==> config.mk <==
export PLATFORM = sky130hd
export DESIGN_NAME = div_signed_seq
export DESIGN_NICKNAME = d
export VERILOG_FILES = /design/src/rtl/div_signed_seq.sv
export SDC_FILE = /design/constraint.sdc
export NUM_CORES = 1
export LEC_CHECK = 0
export ABC_AREA = 1
export CAP_MARGIN = 20
export CORE_ASPECT_RATIO = 1.5
export CORE_MARGIN = 3
export CORE_UTILIZATION = 37
export CTS_CLUSTER_DIAMETER = 50
export CTS_CLUSTER_SIZE = 20
export DETAILED_ROUTE_END_ITERATION = 8
export GPL_TIMING_DRIVEN = 0
export MAX_ROUTING_LAYER = met4
export PLACE_DENSITY_LB_ADDON = 0.05
export SLEW_MARGIN = 20
export SYNTH_ARGS = -nofsm -noshare
export SYNTH_HDL_FRONTEND = slang
export SYNTH_SLANG_ARGS = --single-unit
==> constraint.sdc <==
create_clock -name clk -period 6 [get_ports clk]
set_clock_uncertainty 0.05 [all_clocks]
set_input_delay 0.9 -clock clk [delete_from_list [all_inputs] [get_ports clk]]
set_output_delay 0.9 -clock clk [all_outputs]
set_load 0.05 [all_outputs]
==> src/rtl/div_signed_seq.sv <==
// Sequential signed divider: 2W-bit dividend / W-bit divisor, radix-2 non-restoring on magnitudes.
// Optional DIV_EXC_BYPASS_EN: divide-by-zero / precheck overflow skip CALC and finish in one edge.
module div_signed_seq #(
    parameter int W = 8
) (
    input  logic                  clk,
    input  logic                  clrn,
    input  logic                  start,
    input  logic signed [2*W-1:0] a,
    input  logic signed [W-1:0]   b,
    output logic signed [W-1:0]   q,
    output logic signed [W-1:0]   r,
    output logic                  busy,
    output logic                  ready,
    output logic                  ovf,
    output logic                  dbz
);
    localparam int CW = $clog2(W);

    typedef enum logic [1:0] {IDLE, CALC, FIX} state_t;

    function automatic logic [2*W-1:0] mag_a(input logic signed [2*W-1:0] x);
        logic [2*W-1:0] u;
        u = x;
        return u[2*W-1] ? -u : u;
    endfunction

    function automatic logic [W-1:0] mag_b(input logic signed [W-1:0] x);
        logic [W-1:0] u;
        u = x;
        return u[W-1] ? -u : u;
    endfunction

    function automatic logic signed [W-1:0] apply_sign(input logic [W-1:0] m, input logic neg);
        return neg ? signed'(-m) : signed'(m);
    endfunction

    function automatic logic signed [W-1:0] sat_q(input logic neg);
        return neg ? signed'({1'b1, {(W-1){1'b0}}}) : signed'({1'b0, {(W-1){1'b1}}});
    endfunction

    state_t              state;
    logic [CW-1:0]       count;

    logic [2*W-1:0]      a_mag_in;
    logic [W-1:0]        b_mag_in;
    logic                pre_in;
    logic                accept;

    logic signed [W+1:0] p;
    logic [W-1:0]        qr;
    logic [W-1:0]        b_mag;
    logic                q_neg;
    logic                r_neg;
    logic                pre_ovf;
    logic                zero_div;

    logic signed [W+1:0] shifted;
    logic signed [W+1:0] b_ext;
    logic signed [W+1:0] step;
    logic [W-1:0]        r_mag;
    logic                q_big;

    assign a_mag_in = mag_a(a);
    assign b_mag_in = mag_b(b);
    // quotient magnitude needs more than W bits when the high half already reaches |b|
    assign pre_in   = a_mag_in[2*W-1:W] >= b_mag_in;
    assign accept   = (state == IDLE) && start;

    assign shifted  = {p[W:0], qr[W-1]};
    assign b_ext    = {2'b00, b_mag};
    assign step     = p[W+1] ? shifted + b_ext : shifted - b_ext;

    // final correction only needs the low W bits: the corrected remainder is in [0, |b|)
    assign r_mag    = p[W-1:0] + (p[W+1] ? b_mag : '0);
    assign q_big    = q_neg ? (qr > {1'b1, {(W-1){1'b0}}}) : qr[W-1];

    // accept edge loads magnitudes; CALC edges retire one quotient bit each
    always_ff @(posedge clk) begin
        if (accept) begin
            p        <= {2'b00, a_mag_in[2*W-1:W]};
            qr       <= a_mag_in[W-1:0];
            b_mag    <= b_mag_in;
            q_neg    <= a[2*W-1] ^ b[W-1];
            r_neg    <= a[2*W-1];
            pre_ovf  <= pre_in;
            zero_div <= (b == '0);
        end else if (state == CALC) begin
            p  <= step;
            qr <= {qr[W-2:0], ~step[W+1]};
        end
    end

    always_ff @(posedge clk or negedge clrn) begin
        if (!clrn) begin
            state <= IDLE;
            count <= '0;
            q     <= '0;
            r     <= '0;
            busy  <= 1'b0;
            ready <= 1'b0;
            ovf   <= 1'b0;
            dbz   <= 1'b0;
        end else begin
            case (state)
                IDLE: begin
                    ready <= 1'b0;
                    if (start) begin
                        busy  <= 1'b1;
                        count <= CW'(W - 1);
`ifdef DIV_EXC_BYPASS_EN
                        state <= ((b == '0) || pre_in) ? FIX : CALC;
`else
                        state <= CALC;
`endif
                    end
                end
                CALC: begin
                    if (count == '0) begin
                        state <= FIX;
                    end else begin
                        count <= count - 1'b1;
                    end
                end
                FIX: begin
                    busy  <= 1'b0;
                    ready <= 1'b1;
                    state <= IDLE;
                    if (zero_div) begin
                        dbz <= 1'b1;
                        ovf <= 1'b0;
                        q   <= sat_q(r_neg);
                        r   <= '0;
                    end else if (pre_ovf || q_big) begin
                        dbz <= 1'b0;
                        ovf <= 1'b1;
                        q   <= sat_q(q_neg);
                        r   <= '0;
                    end else begin
                        dbz <= 1'b0;
                        ovf <= 1'b0;
                        q   <= apply_sign(qr, q_neg);
                        r   <= apply_sign(r_mag, r_neg);
                    end
                end
                default: state <= IDLE;
            endcase
        end
    end
endmodule

==> impl_metrics.ini, run 1 <==
[drt]
drt_iter0_drc = 141
vias_per_cell = 4.795
totalWireLength_um = 9862
drc = 0
firstDrtPassIters = 4
vias = 3654
ant_nets = 0
avgRoutedWirePerCell_um = 12.94

[synthesis]
synth_top_area_share_pct = 19.98
syn_inst = 562
synth_area_leaders = edfxtp_1 (20%), dfrtp_1 (15%), nand2_1 (13%)
syn_avg_cell_area_um2 = 7.489
yosys_warnings = 0
synth_top_family_by_area = simple AND/OR/NAND/NOR gates
synth_cell_types = 38
ys_seq_area_share_pct = 35.79
synth-simple-area-share_pct = 25.95
synth_adder_area_share_pct = 10.17
synth.area.mux_share_pct = 0
synthXorXnorAreaFrac_pct = 8.264
ys_ff_latch = 55
syn-num-nets = 622
synth_compound_area_share_pct = 10.11
synth_top_cell_by_area = edfxtp_1
syn_area_mm2 = 0.004209

[pwr]
finalPower_mw = 2.534
peakVddDrop_mv = 0.1524
leakage_nw = 2.456
powerDensity_mw_per_mm2 = 505.8

[timing]
finalHoldViolCount = 0
max_freq_mhz = 314.2
post-route-period-util_pct = 53.05
tightestPinTransition_ns = 0.7275
fin_tns_setup_ns = 0
rsz0062_at_grt = no
final-setup-viol-count = 0
period_minus_slack_ns = 3.183
slew_violations = 0
slew_headroom_pct = 51.38

[clocking]
clk_latency_ns = 0.30
cts_tree = done
cts-buffers-inserted = 5
clk_pin_slew_ns = 0.08
root_buffer = clkbuf_16
ctsHoldBuffers = 0
cts_htree_levels = 2
clock-sinks = 55
clk_path_buf_depth = 2
postCtsSetupRepairBufs = 0
cts_resized = 0

[floorplan]
ios = 47
core-area_mm2 = 0.01106
chipWidth_um = 93.09
start_util_pct = 38.07
die_area_mm2 = 0.01272
fp.dieH_um = 136.6
rows = 47

[global_routing]
grt-ovfl-total = 0
grt_pass1_vias = 3595
grt_max_degree = 26
grt_usage_pct = 17.16
antenna_found_initial = 0
grt_pass1_wl_um = 16850

[finish]
fillers = 1176
layout-drive-gt1-share_pct = 6.504
area_growth_pct = 19.02
fin_nets = 674
antenna_cells = 0

[placement]
io_buffer_count = 45
gp_congestion = 0.8623
detailed_place_hpwl_um = 8420

[worst_setup_path]
cp-start-kind = input port
crit_arrival_ns = 3.16
critPathKind = in2reg
critPathMaxFanout = 4
cp.required_ns = 5.98
cp-end-kind = register
rrSetupSlack_ns = 3.14

[min_path]
holdCritPathClass = reg2reg

[flow_run]
maxCapViolCount = 0

[status]
status = finished clean
==> per-layer routing <==
| metal | share of wire, % | GRT usage (%) |
|---|---|---|
| met4 | 4.1 | 7.335 |
| met2 | 53 | 31.94 |
| met5 | 0 | - |
| met3 | 3.1 | 1.870 |
| met1 | 39 | 18.18 |
==> synth_stat cells <==
master,count
nand2_1,151
o21a_1,1
nand2_2,7
nand3b_1,1
xor2_1,29
nor2_4,2
o211ai_1,3
fa_1,2
dfxtp_1,2
buf_6,1
nand4_1,6
buf_2,5
clkinv_2,1
o21ai_0,37
nand3_2,1
edfxtp_1,28
xor2_2,2
o21ai_2,2
o21ai_1,3
o2111ai_1,2
nor2_2,7
buf_1,1
o22ai_1,1
dfrtp_1,25
ha_1,31
clkbuf_1,3
o21bai_1,1
inv_1,92
a21oi_1,24
nor4_1,3
nor2_1,28
inv_2,2
nor3_1,7
xnor2_1,7
nand3_1,39
o31ai_1,1
a31oi_1,3
or2_2,1
==> cells by family after synthesis <==
logic type | count (synthesis)
fa+ha+maj | 33
flops | 55
simple gates | 253
buf+inv | 105
xor+xnor | 38
compound gates | 78
==> cell usage in the layout (no fill, tap or decap), drive strengths merged, types with 2 or more instances in the layout <==
| cell type | netlist | layout |
|---|---|---|
| dfxtp | 2 | 2 |
| nor2 | 37 | 37 |
| o211ai | 3 | 3 |
| xnor2 | 7 | 7 |
| o2111ai | 2 | 2 |
| fa | 2 | 2 |
| clkbuf | 3 | 8 |
| inv | 94 | 95 |
| nand2 | 158 | 158 |
| buf | 7 | 8 |
| dfrtp | 25 | 25 |
| nand3 | 40 | 40 |
| a31oi | 3 | 3 |
| ha | 31 | 31 |
| a21oi | 24 | 24 |
| nor4 | 3 | 3 |
| nor3 | 7 | 7 |
| edfxtp | 28 | 28 |
| o21ai | 42 | 42 |
| clkdlybuf4s50 | 0 | 44 |
| xor2 | 31 | 31 |
| nand4 | 6 | 6 |
==> report_power, final <==
| group | switching (mW) | leakage, nW | internal [mW] |
|---|---|---|---|
| logic | 0.948 | 1.77 | 0.551 |
| registers | 0.103 | 0.603 | 0.592 |
| clock network | 0.142 | 0.0804 | 0.199 |
==> metrics by stage <==
stage | setup slack [ns] | instances | hold slack, ns | util (%) | cell area, um^2
after CTS | 2.808 | 762 | 0.4344 | 45.31 | 5010
after global placement | 2.494 | 754 | 0.4049 | 43.81 | 4843
after global routing | 2.625 | 762 | 0.4475 | 45.31 | 5010
final | 2.817 | 762 | 0.4248 | 45.31 | 5010
after detailed placement | 2.490 | 754 | 0.4152 | 43.76 | 4838
after floorplan | 3.380 | 562 | 0.4179 | - | 4209
==> worst paths after layout <==
path / from / cells past startpoint / to
max: a[0] / 14 / pre_ovf$_DFFE_PP_
min: dbz$_DFFE_PN0P_ / 2 / dbz$_DFFE_PN0P_
max reg2reg: b_mag[0]$_DFFE_PP_ / 15 / qr[0]$_DFFE_PP_
min reg2reg: dbz$_DFFE_PN0P_ / 2 / dbz$_DFFE_PN0P_
max in group asynchronous: clrn / 1 / q[7]$_DFFE_PN0P_
min in group asynchronous: clrn / 1 / r[0]$_DFFE_PN0P_
==> final cells by class <==
type	instances	area [um^2]	share of cell area, %
buffer	10	51.30	1.024
tap	147	183.9	3.671
inverter	95	357.8	7.143
clock inverter	3	46.29	0.9241
sequential	55	1506	30.07
multi-input combinational	402	2293	45.78
clock buffer	5	125.1	2.498
timing repair buffer	45	445.4	8.891
==> worst max-delay path, stage by stage <==
cell             delay, ns
clkdlybuf4s50_1       0.39
inv_1                 0.13
ha_1                  0.16
inv_1                 0.05
nor3_1                0.12
nor2_1                0.09
nor2_2                0.20
nand2_2               0.10
xor2_1                0.32
ha_1                  0.30
nand2_1               0.07
o21ai_0               0.09
nand2_1               0.08
o2111ai_1             0.14
==> registers in the layout, indices dropped and copies added (netlist names), 2 cells and up <==
signal  flops
b_mag       8
count       3
p          10
q           8
qr          8
r           8
state       2
Power figures use the tool's default switching activity.
==> inputs of run 2 (changes only) <==
==> constraint.sdc (replaced) <==
create_clock -name clk -period 3.27 [get_ports clk]
set_clock_uncertainty 0.05 [all_clocks]
set_input_delay 0.4905 -clock clk [delete_from_list [all_inputs] [get_ports clk]]
set_output_delay 0.4905 -clock clk [all_outputs]
set_load 0.05 [all_outputs]
==> results of run 2 <==
Same layout as run 1 (identical final DEF). Status: finished clean.
Among the figures that moved: setup slack after placement 2.490 ns -> 0.1693 ns; setup slack after layout 2.817 ns -> 0.4117 ns; hold slack 0.4248 ns -> 0.1218 ns; start point of the critical path a[0] -> b_mag[0]$_DFFE_PP_; end point of the critical path pre_ovf$_DFFE_PP_ -> qr[0]$_DFFE_PP_; register-to-register setup slack 3.14 ns -> 0.41 ns; total power 2.534 mW -> 4.650 mW; worst IR drop on VDD 0.1524 mV -> 0.2796 mV
